==> config.mk <==
export PLATFORM = sky130hd
export DESIGN_NAME = pong_game_ctrl
export DESIGN_NICKNAME = d
export VERILOG_FILES = /design/src/rtl/pong_pkg.sv /design/src/rtl/pong_score_ctr.sv /design/src/rtl/pong_game_ctrl.sv
export SDC_FILE = /design/constraint.sdc
export NUM_CORES = 1
export LEC_CHECK = 0
export BUFFER_PORTS_ARGS = -buffer_cell sky130_fd_sc_hd__buf_2
export CAP_MARGIN = 20
export CORE_AREA = 2 2 82 84
export CTS_CLUSTER_SIZE = 16
export DETAILED_ROUTE_END_ITERATION = 16
export DIE_AREA = 0 0 84 86
export PLACE_DENSITY_LB_ADDON = 0.05
export SYNTH_ARGS = -nofsm -noshare
export SYNTH_HDL_FRONTEND = slang
export SYNTH_SLANG_ARGS = --single-unit
==> constraint.sdc <==
create_clock -name clk -period 2.05 [get_ports clk]
set_input_delay 0.205 -clock clk [delete_from_list [all_inputs] [get_ports clk]]
set_output_delay 0.205 -clock clk [all_outputs]
set_load 0.05 [all_outputs]
==> src/rtl/pong_pkg.sv <==
// pong_pkg: shared state encoding, BCD digit width and default game parameters.
package pong_pkg;
  typedef enum logic [1:0] {
    ST_NEWGAME = 2'b00,
    ST_PLAY    = 2'b01,
    ST_NEWBALL = 2'b10,
    ST_OVER    = 2'b11
  } state_t;
  localparam int BCD_W            = 4;
  localparam int DEF_WIN_SCORE    = 11;
  localparam int DEF_DELAY_FRAMES = 120;
endpackage

==> src/rtl/pong_score_ctr.sv <==
// pong_score_ctr: one player's score as a binary count and a BCD pair, plus a flag
// telling the sequencer that the next increment reaches WIN_SCORE.
module pong_score_ctr
  import pong_pkg::*;
#(
  parameter int WIN_SCORE = DEF_WIN_SCORE
) (
  input  logic               clk,
  input  logic               reset_n,
  input  logic               clr,
  input  logic               inc,
  output logic [2*BCD_W-1:0] bcd,
  output logic               win
);
  logic [6:0]       bin;
  logic [BCD_W-1:0] ones, tens;
  assign ones = bcd[BCD_W-1:0];
  assign tens = bcd[2*BCD_W-1:BCD_W];
  assign win  = bin == 7'(WIN_SCORE - 1);
  always_ff @(posedge clk or negedge reset_n)
    if (!reset_n) begin
      bin <= '0;
      bcd <= '0;
    end else if (clr) begin
      bin <= '0;
      bcd <= '0;
    end else if (inc) begin
      bin <= bin + 7'd1;
      bcd <= (ones == 4'd9) ? {(tens == 4'd9) ? tens : tens + 4'd1, 4'd0} : {tens, ones + 4'd1};
    end
endmodule

==> src/rtl/pong_game_ctrl.sv <==
// pong_game_ctrl: pong game sequencer, frame-timed serve/game-over pauses and BCD scores.
// Optional SERVE_DIR_EN builds a serve-direction register; otherwise serve_dir is 0.
module pong_game_ctrl
  import pong_pkg::*;
#(
  parameter int WIN_SCORE    = DEF_WIN_SCORE,
  parameter int DELAY_FRAMES = DEF_DELAY_FRAMES
) (
  input  logic       clk,
  input  logic       reset_n,
  input  logic       refresh_tick,
  input  logic [3:0] btn,
  input  logic       pts_1,
  input  logic       pts_2,
  output logic       gra_still,
  output logic [1:0] game_state,
  output logic [7:0] score1_bcd,
  output logic [7:0] score2_bcd,
  output logic       game_over,
  output logic       winner,
  output logic       serve_dir
);
  state_t     state;
  logic [6:0] timer;
  logic       btn_any, btn_any_q, armed;
  logic       start, clr, inc1, inc2, win1, win2;
  // armed stays low until all buttons are seen released, so a press held through reset cannot start
  assign start      = btn_any & ~btn_any_q & armed;
  assign clr        = state == ST_NEWGAME && start;
  assign inc1       = state == ST_PLAY && pts_1;
  assign inc2       = state == ST_PLAY && !pts_1 && pts_2;
  assign game_state = state;
  pong_score_ctr #(.WIN_SCORE(WIN_SCORE)) u_s1 (
    .clk(clk), .reset_n(reset_n), .clr(clr), .inc(inc1), .bcd(score1_bcd), .win(win1)
  );
  pong_score_ctr #(.WIN_SCORE(WIN_SCORE)) u_s2 (
    .clk(clk), .reset_n(reset_n), .clr(clr), .inc(inc2), .bcd(score2_bcd), .win(win2)
  );
  always_ff @(posedge clk or negedge reset_n)
    if (!reset_n) begin
      state     <= ST_NEWGAME;
      gra_still <= 1'b1;
      game_over <= 1'b0;
      winner    <= 1'b0;
      timer     <= '0;
      btn_any   <= 1'b0;
      btn_any_q <= 1'b0;
      armed     <= 1'b0;
    end else begin
      btn_any   <= |btn;
      btn_any_q <= btn_any;
      armed     <= armed | ~(|btn);
      if ((state == ST_NEWBALL || state == ST_OVER) && refresh_tick && timer != 7'd0)
        timer <= timer - 7'd1;
      case (state)
        ST_NEWGAME: if (start) begin
          state     <= ST_PLAY;
          gra_still <= 1'b0;
          winner    <= 1'b0;
        end
        ST_PLAY: if (pts_1 || pts_2) begin
          timer     <= 7'(DELAY_FRAMES);
          gra_still <= 1'b1;
          if (pts_1 ? win1 : win2) begin
            state     <= ST_OVER;
            game_over <= 1'b1;
            winner    <= !pts_1;
          end else
            state <= ST_NEWBALL;
        end
        ST_NEWBALL: if (timer == 7'd0) begin
          state     <= ST_PLAY;
          gra_still <= 1'b0;
        end
        ST_OVER: if (timer == 7'd0) begin
          state     <= ST_NEWGAME;
          game_over <= 1'b0;
        end
      endcase
    end
`ifdef SERVE_DIR_EN
  // serve toward the player who just conceded
  always_ff @(posedge clk or negedge reset_n)
    if (!reset_n)
      serve_dir <= 1'b0;
    else if (clr)
      serve_dir <= 1'b0;
    else if (inc1 || inc2)
      serve_dir <= inc1;
`else
  assign serve_dir = 1'b0;
`endif
endmodule

==> impl_metrics.yaml <==
synth:
  seq_area_frac_synth: 0.4737
  synth_edf_count: 0
  ys_ff_latch: 45
  yosysTopAreaCell: "dfrtp_1"
  synthesis.nets: 268
  yosysTopAreaCellShare: 0.4627
  syn_area_per_cell_sq_um: 9.635
  yosys-top-cells-area: "dfrtp_1, ha_1, xor2_1"
  netlist_area_sq_um: 2380
  ys_types: 50
  yosys_warnings: 0
  async_reset_ff_frac: 1.000
  synth_flop_cell: "dfrtp_1"
  syn_inst: 247
die:
  start_util: 0.3791
  core_sq_um: 6277
  num_rows: 29
  die-width_um: 84
  die-area_sq_um: 7224
  ioPinCount: 31
  chipHeight_um: 86
pwr:
  p_leak_nw: 1.250
  ir_worst_vdd_v: 0.0005894
  pwr-share-seq: 0.465
  power_frac_clock: 0.202
  power_density_nw_per_um2: 993.2
  p_comb_frac: 0.333
  swShare: 0.4000
  switchingPower_w: 0.001076
  p_int_w: 0.001614
layout:
  layout_common_cells: "dfrtp_1, buf_2, nor2_1, nand2_1, a21oi_1"
  nets: 301
  drive_above_1_share: 0.1744
  diodes: 0
  final_util: 0.4315
  final_common_cell: "dfrtp_1"
  area_growth_pct: 13.83
timing:
  finalSetupViolCount: 0
  period_share: 0.8627
  max_slew_margin: 0.6131
  timing.fmax_mhz: 565.4
  finalHoldViolations: 24
  tightest_slew_ps: 580.3
  slew_viol_final: 0
  holdWs_ps: -18.14
  fin_skew_ps: 5.055
  grt_setup_unrepaired: "false"
  layout_min_cycle_time_ps: 1769
  finalSetupTns_ps: 0
place:
  globalplace.congestion: 0.7423
  dp_hpwl_um: 3385
  numPortBuffers: 29
setup_path:
  crit_buf_inv: 1
  r2r_start: "timer[0]$_DFF_PN0_"
  r2r_cells: 6
  crit_start: "timer[0]$_DFF_PN0_"
  cp_num_cells: 6
  slowest_delay_ps: 490
  path_cells: "inv_1, ha_1, nor2b_1, a21o_1, or4b_1, nand3_1"
  worstPathArrival_ps: 2010
  rrSetupSlack_ps: 280
  slowest_stage: "or4b_1"
  critPathCapture: "timer[3]$_DFF_PN0_"
  cp_top_family: "simple AND/OR/NAND/NOR gates"
  startpoint_type: "flip-flop"
  rr_endpoint: "timer[3]$_DFF_PN0_"
  critPathCaptureType: "flip-flop"
  crit_type: "reg2reg"
  crit_required_ps: 2290
  cp_max_fo: 7
flow_run:
  cap_viol_max_count: 0
routing:
  drc: 0
  vias_per_cell: 5.151
  vias: 1844
  drtIter0Drc: 73
  post_drt_wl_per_cell_um: 13.71
  drt_first_pass_iters: 4
  wl_um: 4909
  ant_nets: 0
global_route:
  overflow: 0
  antenna_found_initial: 0
  grt_max_degree: 46
  grt_usage: 0.1433
  grt_pass1_wl_um: 8266
  grt_pass1_vias: 1759
clock_tree:
  cts.htree.levels: 2
  clk_pin_slew_ps: 90
  cts-resized-gates: 0
  tritoncts: "built"
  cts_hold_buffers: 0
  clock_latency_ps: 290
  cts-buffers-inserted: 5
  cts.sinks: 45
  cts_buffer_depth: 2
  post_cts_buffers: 0
  clock-root-buffer: "clkbuf_8"
min_path:
  hold_path.class: "in2async"
run_status:
  status: "complete, but fails checks"
  violations: "hold timing"
cell families after synthesis:
| group | Yosys count | share of synthesized area |
|---|---|---|
| XOR/XNOR | 16 | 0.05888 |
| adder cells (fa/ha/maj) | 12 | 0.06309 |
| flip-flops | 45 | 0.4737 |
| other | 1 | 0.001576 |
| AO/OA/AOI/OAI | 43 | 0.1083 |
| buffers and inverters | 19 | 0.03522 |
| AND/OR/NAND/NOR | 111 | 0.2592 |
how the worst min path moves through the flow:
stage,start,endpoint,cells after the start
floorplan,reset_n,armed$_DFF_PN0_,0
global placement,reset_n,u_s1.bcd[3]$_DFFE_PN0P_,2
detailed placement,reset_n,u_s1.bcd[3]$_DFFE_PN0P_,2
CTS,reset_n,u_s1.bcd[3]$_DFFE_PN0P_,2
global route,reset_n,u_s1.bcd[3]$_DFFE_PN0P_,2
finish,reset_n,u_s1.bcd[3]$_DFFE_PN0P_,2
cells in the mapped netlist, types with 2 or more instances:
library cell,count
o21ai_0,13
nand3b_1,5
dfrtp_1,44
nand2b_1,3
clkbuf_1,4
or3_1,9
or4_1,3
nand3_1,9
or2_2,2
and3_1,3
buf_4,2
and4b_1,2
o211ai_1,2
nor3_1,4
nand4_1,8
xor2_1,11
xnor2_1,5
inv_1,9
nand2_1,24
a211oi_1,2
and3b_1,3
a21oi_1,14
buf_2,4
ha_1,12
nor2b_1,2
nor2_1,24
routing by layer:
layer | vias up | global-route usage | wire length [um]
met3 | 5 | 0.03465 | 113
met5 | - | 0 | 0
met1 | 883 | 0.1906 | 2450
li1 | 938 | - | -
met4 | 0 | 0.04399 | 63
met2 | 18 | 0.2327 | 2281
stage by stage:
| step | hold WS (ps) | worst slack, ps | power, W | instance area, sq um | cells |
|---|---|---|---|---|---|
| final | -18.14 | 281.4 | 0.002691 | 2709 | 358 |
| after CTS | 14.44 | 272.8 | 0.002729 | 2709 | 358 |
| after floorplan | -90.59 | 183.9 | 0.001917 | 2380 | 247 |
| after detailed placement | 340.1 | 301.3 | 0.002167 | 2629 | 350 |
| after global placement | 341.1 | 337.2 | 0.002169 | 2629 | 350 |
| after global routing | 47.15 | 184.9 | 0.002880 | 2709 | 358 |
layout make-up:
cell class / count / area [sq um]
fillers: 639 / 3568
multi-input cells: 183 / 1174
flip-flops and latches: 45 / 1127
repair buffers: 36 / 197.7
well taps: 77 / 96.34
clock buffers: 8 / 80.08
inverters: 9 / 33.78
power by group through the flow:
stage | clock network (W) | logic [W] | registers, W
final | 0.000544 | 0.000895 | 0.00125
after global routing | 0.000598 | 0.000993 | 0.00129
after CTS | 0.000570 | 0.000906 | 0.00125
after detailed placement | 0 | 0.000895 | 0.00127
after global placement | 0 | 0.000898 | 0.00127
after floorplan | 0 | 0.000483 | 0.00143
sequential cells by signal, summed over array words and instances, names as in the netlist:
register and flops:
btn_any_q 1, timer 7, game_state 2, armed 1, u_s2.bin 7, btn_any 1
u_s1.bin 7, gra_still 1, game_over 1, u_s2.bcd 8, u_s1.bcd 8, winner 1
Power figures use the tool's default switching activity.
